<file path="src/rtl/uart_pkg.sv">
// Shared constants, timing helpers and RX state encoding for the UART receive path.
package uart_pkg;

  // Bytes per bulk-write frame: one address byte followed by four data bytes.
  localparam int unsigned FRAME_BYTES = 5;

  // Default RAM address width for a 256-word RAM.
  localparam int unsigned ADDR_W = 8;

  // Clock cycles per serial bit.
  function automatic int unsigned calc_bit_cyc(input int unsigned clk_freq,
                                               input int unsigned baud);
    return clk_freq / baud;
  endfunction

  // Clock cycles from the start-bit edge to the start-bit centre.
  function automatic int unsigned calc_half_cyc(input int unsigned clk_freq,
                                                input int unsigned baud);
    return (clk_freq / baud) / 2;
  endfunction

  // RX FSM state encoding.
  typedef logic [1:0] rx_state_t;
  localparam rx_state_t RX_IDLE  = 2'd0;
  localparam rx_state_t RX_START = 2'd1;
  localparam rx_state_t RX_DATA  = 2'd2;
  localparam rx_state_t RX_STOP  = 2'd3;

endpackage

</file>
<file path="src/rtl/uart_rx_controller_if.sv">
// Bulk write bus: a valid/ready request carrying one RAM address and one data word.
interface uart_rx_controller_if #(
  parameter int unsigned ADDR_W = 8,
  parameter int unsigned DATA_W = 32
) ();

  logic              bulk_rx_valid;
  logic              bulk_rx_ready;
  logic [ADDR_W-1:0] bulk_rx_addr;
  logic [DATA_W-1:0] bulk_rx_data;

  modport master (
    output bulk_rx_valid,
    output bulk_rx_addr,
    output bulk_rx_data,
    input  bulk_rx_ready
  );

  modport slave (
    input  bulk_rx_valid,
    input  bulk_rx_addr,
    input  bulk_rx_data,
    output bulk_rx_ready
  );

endinterface

</file>
<file path="src/rtl/uart_rx_byte.sv">
// 8N1 byte receiver: synchronizes the serial line, samples each bit at its centre and
// emits the received byte with a one-cycle strobe.
module uart_rx_byte
  import uart_pkg::*;
#(
  parameter int unsigned BIT_CYC  = 868,
  parameter int unsigned HALF_CYC = 434
) (
  input  logic       clk,
  input  logic       rst,
  input  logic       rxd_i,
  output logic [7:0] byte_o,
  output logic       strobe_o
);

  localparam int unsigned CntW = $clog2(BIT_CYC + 1);

  logic            rxd_meta_q;
  logic            rxd_sync_q;
  logic            rxd_prev_q;
  logic            fall;
  rx_state_t       state_q, state_d;
  logic [CntW-1:0] cnt_q, cnt_d;
  logic [2:0]      bit_q, bit_d;
  logic [7:0]      shift_q, shift_d;
  logic            strobe_q, strobe_d;

  // Two-flop synchronizer plus one delayed copy for edge detection; idles high.
  always_ff @(posedge clk or posedge rst) begin
    if (rst) begin
      rxd_meta_q <= 1'b1;
      rxd_sync_q <= 1'b1;
      rxd_prev_q <= 1'b1;
    end else begin
      rxd_meta_q <= rxd_i;
      rxd_sync_q <= rxd_meta_q;
      rxd_prev_q <= rxd_sync_q;
    end
  end

  assign fall = rxd_prev_q & ~rxd_sync_q;

  // Next-state logic: start-bit qualification, LSB-first data sampling, stop-bit wait.
  always_comb begin
    state_d  = state_q;
    cnt_d    = cnt_q;
    bit_d    = bit_q;
    shift_d  = shift_q;
    strobe_d = 1'b0;
    case (state_q)
      RX_IDLE: begin
        cnt_d = '0;
        if (fall) begin
          state_d = RX_START;
        end
      end
      RX_START: begin
        if (cnt_q == CntW'(HALF_CYC - 1)) begin
          cnt_d   = '0;
          bit_d   = '0;
          // A line already back high at the start-bit centre was a glitch.
          state_d = rxd_sync_q ? RX_IDLE : RX_DATA;
        end else begin
          cnt_d = cnt_q + 1'b1;
        end
      end
      RX_DATA: begin
        if (cnt_q == CntW'(BIT_CYC - 1)) begin
          cnt_d   = '0;
          shift_d = {rxd_sync_q, shift_q[7:1]};
          bit_d   = bit_q + 1'b1;
          if (bit_q == 3'd7) begin
            state_d = RX_STOP;
          end
        end else begin
          cnt_d = cnt_q + 1'b1;
        end
      end
      RX_STOP: begin
        // Stop-bit level is ignored; the byte is delivered regardless.
        if (cnt_q == CntW'(BIT_CYC - 1)) begin
          cnt_d    = '0;
          strobe_d = 1'b1;
          state_d  = RX_IDLE;
        end else begin
          cnt_d = cnt_q + 1'b1;
        end
      end
      default: begin
        state_d = RX_IDLE;
        cnt_d   = '0;
      end
    endcase
  end

  // FSM state registers; reset discards any partially received byte.
  always_ff @(posedge clk or posedge rst) begin
    if (rst) begin
      state_q  <= RX_IDLE;
      cnt_q    <= '0;
      bit_q    <= '0;
      shift_q  <= '0;
      strobe_q <= 1'b0;
    end else begin
      state_q  <= state_d;
      cnt_q    <= cnt_d;
      bit_q    <= bit_d;
      shift_q  <= shift_d;
      strobe_q <= strobe_d;
    end
  end

  assign byte_o   = shift_q;
  assign strobe_o = strobe_q;

endmodule

</file>
<file path="src/rtl/uart_rx_controller.sv">
// UART frame receiver: bytes from uart_rx_byte are buffered in a FIFO and assembled
// into {address, 32-bit data} bulk writes, MSB first.
module uart_rx_controller
  import uart_pkg::*;
#(
  parameter int unsigned UART_FIFO_DEPTH = 64,
  parameter int unsigned UART_BAUD_RATE  = 115200,
  parameter int unsigned CLK_FREQ        = 100_000_000,
  parameter int unsigned DATA_WIDTH      = 32,
  parameter int unsigned RAM_DEPTH       = 256
) (
  input  logic                    clk,
  input  logic                    rst,
  input  logic                    uart_rxd,
  uart_rx_controller_if.master    w_bus
);

  localparam int unsigned BitCyc  = calc_bit_cyc(CLK_FREQ, UART_BAUD_RATE);
  localparam int unsigned HalfCyc = calc_half_cyc(CLK_FREQ, UART_BAUD_RATE);
  localparam int unsigned AddrW   = $clog2(RAM_DEPTH);
  localparam int unsigned PtrW    = $clog2(UART_FIFO_DEPTH);

  logic [7:0] rx_byte;
  logic       rx_strobe;

  uart_rx_byte #(
    .BIT_CYC  (BitCyc),
    .HALF_CYC (HalfCyc)
  ) u_rx (
    .clk      (clk),
    .rst      (rst),
    .rxd_i    (uart_rxd),
    .byte_o   (rx_byte),
    .strobe_o (rx_strobe)
  );

  // Byte FIFO; pointers carry an extra wrap bit to tell full from empty.
  logic [7:0]  mem [UART_FIFO_DEPTH];
  logic [PtrW:0] wr_ptr_q, wr_ptr_d;
  logic [PtrW:0] rd_ptr_q, rd_ptr_d;
  logic        fifo_empty;
  logic        fifo_full;
  logic        push;
  logic        pop;
  logic [7:0]  rd_byte;

  logic [AddrW-1:0]      addr_q, addr_d;
  logic [DATA_WIDTH-1:0] data_q, data_d;
  logic                  valid_q, valid_d;
  logic [2:0]            cnt_q, cnt_d;

  // FIFO status, push/pop qualification and pointer advance.
  always_comb begin
    fifo_empty = (wr_ptr_q == rd_ptr_q);
    fifo_full  = (wr_ptr_q[PtrW] != rd_ptr_q[PtrW]) &&
                 (wr_ptr_q[PtrW-1:0] == rd_ptr_q[PtrW-1:0]);
    // A byte arriving while full is dropped even if a pop happens in the same cycle.
    push       = rx_strobe & ~fifo_full;
    pop        = ~fifo_empty & ~valid_q;
    wr_ptr_d   = push ? wr_ptr_q + 1'b1 : wr_ptr_q;
    rd_ptr_d   = pop ? rd_ptr_q + 1'b1 : rd_ptr_q;
    rd_byte    = mem[rd_ptr_q[PtrW-1:0]];
  end

  // FIFO storage; contents need no reset since the pointers define validity.
  always_ff @(posedge clk) begin
    if (push) begin
      mem[wr_ptr_q[PtrW-1:0]] <= rx_byte;
    end
  end

  // FIFO pointer registers.
  always_ff @(posedge clk or posedge rst) begin
    if (rst) begin
      wr_ptr_q <= '0;
      rd_ptr_q <= '0;
    end else begin
      wr_ptr_q <= wr_ptr_d;
      rd_ptr_q <= rd_ptr_d;
    end
  end

  // Frame assembler: byte 0 is the address, bytes 1..4 shift into data MSB first.
  always_comb begin
    addr_d  = addr_q;
    data_d  = data_q;
    valid_d = valid_q;
    cnt_d   = cnt_q;
    if (valid_q && w_bus.bulk_rx_ready) begin
      valid_d = 1'b0;
    end
    if (pop) begin
      if (cnt_q == 3'd0) begin
        addr_d = AddrW'(rd_byte);
      end else begin
        data_d = {data_q[DATA_WIDTH-9:0], rd_byte};
      end
      if (cnt_q == 3'(FRAME_BYTES - 1)) begin
        valid_d = 1'b1;
        cnt_d   = '0;
      end else begin
        cnt_d = cnt_q + 1'b1;
      end
    end
  end

  // Assembler and bus output registers; reset drops any partial frame.
  always_ff @(posedge clk or posedge rst) begin
    if (rst) begin
      addr_q  <= '0;
      data_q  <= '0;
      valid_q <= 1'b0;
      cnt_q   <= '0;
    end else begin
      addr_q  <= addr_d;
      data_q  <= data_d;
      valid_q <= valid_d;
      cnt_q   <= cnt_d;
    end
  end

  assign w_bus.bulk_rx_valid = valid_q;
  assign w_bus.bulk_rx_addr  = addr_q;
  assign w_bus.bulk_rx_data  = data_q;

endmodule

</file>
<file path="src/flat_wrapper.sv">
// flat-port wrapper written by rule: the top's interface ports become plain ports
module uart_rx_controller_flat import uart_pkg::*;
#(
  parameter int unsigned UART_FIFO_DEPTH = 64,
  parameter int unsigned UART_BAUD_RATE  = 115200,
  parameter int unsigned CLK_FREQ        = 100_000_000,
  parameter int unsigned DATA_WIDTH      = 32,
  parameter int unsigned RAM_DEPTH       = 256
)
  (clk, rst, uart_rxd, w_bus_bulk_rx_valid, w_bus_bulk_rx_addr, w_bus_bulk_rx_data, w_bus_bulk_rx_ready);
  uart_rx_controller_if #(.ADDR_W(8), .DATA_W(32)) w_bus_i ();
  input  logic clk;
  input  logic rst;
  input  logic uart_rxd;
  output wire logic [$bits(w_bus_i.bulk_rx_valid)-1:0] w_bus_bulk_rx_valid;
  output wire logic [$bits(w_bus_i.bulk_rx_addr)-1:0] w_bus_bulk_rx_addr;
  output wire logic [$bits(w_bus_i.bulk_rx_data)-1:0] w_bus_bulk_rx_data;
  input wire logic [$bits(w_bus_i.bulk_rx_ready)-1:0] w_bus_bulk_rx_ready;
  assign w_bus_bulk_rx_valid = w_bus_i.bulk_rx_valid;
  assign w_bus_bulk_rx_addr = w_bus_i.bulk_rx_addr;
  assign w_bus_bulk_rx_data = w_bus_i.bulk_rx_data;
  assign w_bus_i.bulk_rx_ready = w_bus_bulk_rx_ready;
  uart_rx_controller #(.UART_FIFO_DEPTH(UART_FIFO_DEPTH), .UART_BAUD_RATE(UART_BAUD_RATE), .CLK_FREQ(CLK_FREQ), .DATA_WIDTH(DATA_WIDTH), .RAM_DEPTH(RAM_DEPTH)) u_core (.clk(clk), .rst(rst), .uart_rxd(uart_rxd), .w_bus(w_bus_i));
endmodule
</file>
<file path="config.mk">
export PLATFORM = sky130hd
export DESIGN_NAME = uart_rx_controller_flat
export DESIGN_NICKNAME = d
export VERILOG_FILES = /design/src/rtl/uart_pkg.sv /design/src/rtl/uart_rx_controller_if.sv /design/src/rtl/uart_rx_byte.sv /design/src/rtl/uart_rx_controller.sv /design/src/flat_wrapper.sv
export SDC_FILE = /design/constraint.sdc
export NUM_CORES = 1
export LEC_CHECK = 0
export BUFFER_PORTS_ARGS = -buffer_cell sky130_fd_sc_hd__buf_2
export CAP_MARGIN = 20
export CORE_MARGIN = 5
export CORE_UTILIZATION = 43
export DETAILED_ROUTE_END_ITERATION = 12
export PLACE_DENSITY = 0.69
export SLEW_MARGIN = 0
export SYNTH_ARGS = -nofsm -noshare
export SYNTH_HDL_FRONTEND = slang
export SYNTH_SLANG_ARGS = --single-unit
</file>
<file path="constraint.sdc">
create_clock -name clk -period 4.37 [get_ports clk]
set_clock_uncertainty 0.05 [all_clocks]
set_input_delay 0.874 -clock clk [delete_from_list [all_inputs] [get_ports clk]]
set_output_delay 0.874 -clock clk [all_outputs]
set_load 0.01 [all_outputs]
</file>
Word-level counts from Yosys, hierarchy flattened
Memory sizes are Yosys's and may differ from the RTL's.
Cells that the tools add are included.
Word-level totals
  bits in registers: 85
  bits in writable memories: 512
  output and inout port bits: 41
  logic and storage cells: 75
  memories: 1
Operators by class
  $add $sub $neg: 5
  equal/unequal tests: 15
  multiplexer cells: 21
  bitwise operators: 8
  reductions and logical operators: 11
Memory list
  u_core.mem: depth 64, width 8, read ports 1, clocked after memory_dff 0, wr ports 1, line uart_rx_controller.sv:38  | logic [7:0] mem [UART_FIFO_DEPTH];
Operators with widths (number)
  $pmux 10 s3: 1
  $mux 10: 2
  $add 7x1->7 const B: 2
  $mux 2: 6
  $add 10x1->10 const B: 1
  $eq 10x10->1 const B: 1
  $eq 10x9->1 const B: 1
  $ne 2x2->1 const B: 5
  $mux 3: 3
  $pmux 2 s4: 1
  $eq 7x7->1: 1
  $mux 1: 7
  $add 3x1->3 const B: 2
  $eq 3x3->1 const B: 2
  $eq 6x6->1: 1
  $pmux 3 s2: 1
  $reduce_and 2->1: 3
  $not 1->1: 5
  $reduce_and 5->1: 1
  $eq 2x2->1 const B: 2
  $and 1x1->1: 3
  $logic_not 3->1: 1
  $reduce_and 3->1: 1
  $eq 2x1->1 const B: 1
  other kinds (5): 6

Longest topological paths before layout
  depth after elaboration: 6
  gate-level depth with buffers: 11
  mapped depth without buffers: 7

Cells and area by module
A second synthesis with hierarchy kept.
Second synthesis, totals
  cell total of the unflattened synthesis: 1251
  area total of the unflattened synthesis: 23645.2 um2
Modules (own cells, without submodules)
  uart_rx_controller: times used 1, cells an instance 1150, area an instance 22419.0 um2, sequential area each 16826.1 um2
  uart_rx_byte: times used 1, cells an instance 101, area an instance 1226.2 um2, sequential area each 679.4 um2

Worst setup path after synthesis
OpenSTA, ideal clock, no wires.
  path type: register to register
  start: reg u_core.rd_ptr_q[0]
  end: mem u_core.mem[59][0] (enable)
  setup time: 0.371 ns
  arrival: 1.864 ns
  slack: 2.086 ns
  cell stages (with the launch flop): 9
  buffers on the path: 2
  path through: dfrtp_1 > buf_6 > buf_6 > xnor2_1 > nand2_1 > o31ai_1 > nor2_1 > nand3_1 > nor2_1
Between the ends
  word-level cells in the longest chain between the ends: 6
Ends and longest elaborated chain
  start, declared: line uart_rx_controller.sv:40  | logic [PtrW:0] rd_ptr_q, rd_ptr_d;
  start signal, assigned: line uart_rx_controller.sv:79  | rd_ptr_q <= rd_ptr_d;
  $eq 6x6->1: line uart_rx_controller.sv:56  | (wr_ptr_q[PtrW-1:0] == rd_ptr_q[PtrW-1:0]);
  $logic_and 1x1->1: line uart_rx_controller.sv:55  | fifo_full = (wr_ptr_q[PtrW] != rd_ptr_q[PtrW]) &&
  $not 1->1: line uart_rx_controller.sv:58  | push = rx_strobe & ~fifo_full;
  $and 1x1->1: line uart_rx_controller.sv:58
  $mux 1: line uart_rx_controller.sv:67  | if (push) begin
  $mux 1 (implied by the code): line uart_rx_controller.sv:68  | mem[wr_ptr_q[PtrW-1:0]] <= rx_byte;
  end, declared: line uart_rx_controller.sv:38
No other way between the ends.

Final worst setup path
  start: reg u_core.rd_ptr_q[0]
  end: mem u_core.mem[51][2] (enable)
Same word-level chain as after synthesis.

==> impl_metrics.ini <==
[logic_synthesis]
syn_inst = 1281
synth.ff_latch_count = 597
mappedNetlistArea_um2 = 23800
synth.yosys.seq_area_share_pct = 73.5
post-synth-top-area-fraction_pct = 64.6
netlist_top_cells_count = sky130_fd_sc_hd__edfxtp_1 (512), sky130_fd_sc_hd__nor2_1 (93), sky130_fd_sc_hd__dfrtp_1 (82), sky130_fd_sc_hd__mux4_2 (79), sky130_fd_sc_hd__mux2i_1 (68)
synth_edf_count = 512
synth_top_area_cell = sky130_fd_sc_hd__edfxtp_1
syn_area_per_cell_um2 = 18.6
post_synth_main_area_contributors = sky130_fd_sc_hd__edfxtp_1 (65%), sky130_fd_sc_hd__dfrtp_1 (8.6%), sky130_fd_sc_hd__mux4_2 (7.5%)
synth_cell_types = 64
postSynth.asyncResetShare_pct = 14.2
most_used_standard_cell_by_instance_count_after_synthesis = sky130_fd_sc_hd__edfxtp_1
yosys_most_used_dff = sky130_fd_sc_hd__edfxtp_1
syn_nets = 1293
number_of_warning_messages_in_the_yosys_log = 0

[timing]
final_max_slew_viol_count = 0
period_needed_ps = 3450
worst_slew_pin_slew_ps = 926
timing.final.hold_violations = 0
fin_crit_sh_pct = 78.9
rsz0062_at_grt = false
fmax_mhz = 290
setup_viol = 0
post-route-worst-setup-slack_ps = 923
headroom_to_the_max_slew_limit_pct = 38.1
setup_tns_ps = 0

[drt]
routed_wire_length_per_instance_um = 24.3
detailedRoute.firstIterationViolations = 1273
drt-pass1-iter-count = 5
drt_drc_violations_left = 0
dr_total_vias = 12150
drtAntennaViolNets = 0
postRouteWirelength_um = 52000
post_drt_via_cell_ratio = 5.66

[critical_path]
timing.critical_path.fanout_max = 44
critical_path_source_type = register
critPathCaptureType = register
required_ps = 4550
timing_worst_setup_path_type = reg -> reg
timing.critical_path.arrival_ps = 3620

[grt]
grt_first_pass_wirelength_um = 78800
grtUsageTotal_pct = 17.3
globalRoute.totalOverflow = 0
initial_antenna_violation_count = 0
grt_start_max_net_pins = 67
vias_in_the_first_global_route = 12330

[clocking]
cts_tree = built
clock_latency_ps = 610
hold_buffers = 0
master_cell_of_the_clock_root_buffer = sky130_fd_sc_hd__clkbuf_16
clockBufferDepth = 3
cts_made_buffers = 56
cts.clk_slew.worst_paths_ps = 60
post-cts-setup-buffers = 0
postCtsResizedCells = 0
cts_max_level = 2
cts.sink_count = 597

[die]
boundaryPins = 45
core_region_area_um2 = 55000
design.die.area_um2 = 60200
die_h_um = 245
die_w_um = 245
fp-row-count = 86
initial_core_util_pct = 43.3

[power]
ir_worst_vdd_mv = 0.364
total_power_mw = 11.1
power_density_of_the_placed_cells_nw_per_um2 = 416
power_leakage_nw = 7.43

[final_layout]
filler_cell_count = 4500
post_layout_nonfiller_instances = 2145
synth_to_layout_area_growth_pct = 11.9
final_net_count = 1363
share_of_post_route_cells_with_drive_strength_above_1_pct = 22.2
core_util_final_pct = 48.4
n_antenna_cell = 0

[min_path]
hold_path_class = reg -> reg

[placement]
gpl.final_weighted_congestion = 0.827
dp_hpwl_um = 31300
placed_cells = 2040
dpl_worst_slack_ps = 1020
buffer_ports.inserted = 44

[flow_run]
max-cap-violations = 0

[outcome]
run_status = finished clean
-- registers in the layout (all words and copies together) (netlist names), named ones only --
signal	flops
u_core.cnt_q	3
u_core.mem	512
u_core.rd_ptr_q	7
u_core.u_rx.bit_q	3
u_core.u_rx.byte_o	8
u_core.u_rx.cnt_q	10
u_core.u_rx.rxd_meta_q	1
u_core.u_rx.rxd_prev_q	1
u_core.u_rx.rxd_sync_q	1
u_core.u_rx.state_q	1
u_core.u_rx.strobe_o	1
u_core.w_bus.bulk_rx_addr	8
u_core.w_bus.bulk_rx_data	32
u_core.w_bus.bulk_rx_valid	1
u_core.wr_ptr_q	7
-- routing by layer --
layer	wire length, um	global-route usage, %
met1	21400	24.0
met2	25000	27.7
met3	4140	3.83
met4	1510	5.33
met5	0	0
-- kinds of logic (layout without fill, tap and decap cells) --
| family | after synthesis | after routing | synth area share [%] |
|---|---|---|---|
| buffers and inverters | 83 | 199 | 2.32 |
| DFF | 597 | 597 | 73.5 |
| xor gates and xnor gates | 28 | 28 | 1.03 |
| muxes | 213 | 213 | 14.6 |
| and+or+nand+nor | 230 | 230 | 4.40 |
| adders and majority gates | 8 | 8 | 0.420 |
| AOI/OAI and AO/OA | 122 | 122 | 3.67 |
-- critical path, cell delays in order, from the launching register on --
cell	delay, ps
sky130_fd_sc_hd__dfrtp_4	860
sky130_fd_sc_hd__xnor2_1	120
sky130_fd_sc_hd__nand2_1	140
sky130_fd_sc_hd__o31ai_1	160
sky130_fd_sc_hd__nor2_1	260
sky130_fd_sc_hd__nand3_1	630
sky130_fd_sc_hd__nor2_1	820
-- cell usage in the layout, fill, tap and decap left out, types with 4 or more instances in the layout --
cell type,synthesis,final
sky130_fd_sc_hd__nor2b_1,10,10
sky130_fd_sc_hd__o21ai_0,25,25
sky130_fd_sc_hd__buf_2,19,44
sky130_fd_sc_hd__mux2_1,5,5
sky130_fd_sc_hd__mux4_2,79,79
sky130_fd_sc_hd__a32o_1,4,4
sky130_fd_sc_hd__mux2_2,42,42
sky130_fd_sc_hd__ha_1,8,8
sky130_fd_sc_hd__nor2_1,93,93
sky130_fd_sc_hd__nand3b_1,8,8
sky130_fd_sc_hd__a31oi_1,6,6
sky130_fd_sc_hd__nand2b_1,8,8
sky130_fd_sc_hd__dfrtp_2,0,9
sky130_fd_sc_hd__a32oi_1,5,5
sky130_fd_sc_hd__a21oi_1,11,11
sky130_fd_sc_hd__edfxtp_1,512,512
sky130_fd_sc_hd__nand2_1,57,57
sky130_fd_sc_hd__clkbuf_16,0,57
sky130_fd_sc_hd__mux2i_1,68,68
sky130_fd_sc_hd__clkbuf_1,18,8
sky130_fd_sc_hd__clkinv_2,0,16
sky130_fd_sc_hd__dfrtp_1,82,71
sky130_fd_sc_hd__nand4_1,8,8
sky130_fd_sc_hd__nor3_1,5,5
sky130_fd_sc_hd__mux4_1,19,19
sky130_fd_sc_hd__buf_4,11,36
sky130_fd_sc_hd__inv_1,11,10
sky130_fd_sc_hd__xor2_1,6,6
sky130_fd_sc_hd__a22oi_1,8,8
sky130_fd_sc_hd__a211oi_1,6,6
sky130_fd_sc_hd__xnor2_1,22,22
sky130_fd_sc_hd__bufinv_16,0,5
sky130_fd_sc_hd__a22o_1,16,16
sky130_fd_sc_hd__clkinv_1,1,12
sky130_fd_sc_hd__o221ai_1,6,6
sky130_fd_sc_hd__o21ai_1,9,8
sky130_fd_sc_hd__nand3_1,23,23
-- path summary, 6_finish.rpt --
kind                                   startpoint                endpoint  slack, ps  depth (start not counted)
setup / recovery               u_core.rd_ptr_q[0]       u_core.mem[51][2]        920                          6
hold / removal             u_core.u_rx.rxd_meta_q  u_core.u_rx.rxd_sync_q        310                          0
setup reg to reg               u_core.rd_ptr_q[0]       u_core.mem[51][2]        920                          6
hold reg to reg            u_core.u_rx.rxd_meta_q  u_core.u_rx.rxd_sync_q        310                          0
max in group asynchronous                     rst  u_core.u_rx.rxd_meta_q       3030                          3
min in group asynchronous                     rst         u_core.cnt_q[0]        390                          2
-- through the flow --
stage / cell area (um2) / hold WS [ps]
global placement: 24800 / 304
global route: 26600 / 322
finish: 26600 / 312
CTS: 26600 / 314
floorplan: 23800 / 295
detailed placement: 24800 / 305
-- power breakdown --
part / total [mW] / leakage, nW / switching, mW / internal [mW]
Clock: 4.80 / 0.900 / 2.07 / 2.73
Combinational: 0.0914 / 1.85 / 0.0584 / 0.0330
Sequential: 6.18 / 4.67 / 0.0443 / 6.13
-- area by class of cell --
| cell class | count | area, um2 | area share (%) |
|---|---|---|---|
| repair buffers | 83 | 551 | 2.07 |
| clock buffers | 68 | 1500 | 5.62 |
| well taps | 748 | 936 | 3.51 |
| multi-input cells | 601 | 5770 | 21.7 |
| clock inverters | 36 | 313 | 1.17 |
| inverters | 12 | 47.5 | 0.179 |
| flip-flops and latches | 597 | 17500 | 65.8 |
(Power assumes the default switching activity.)
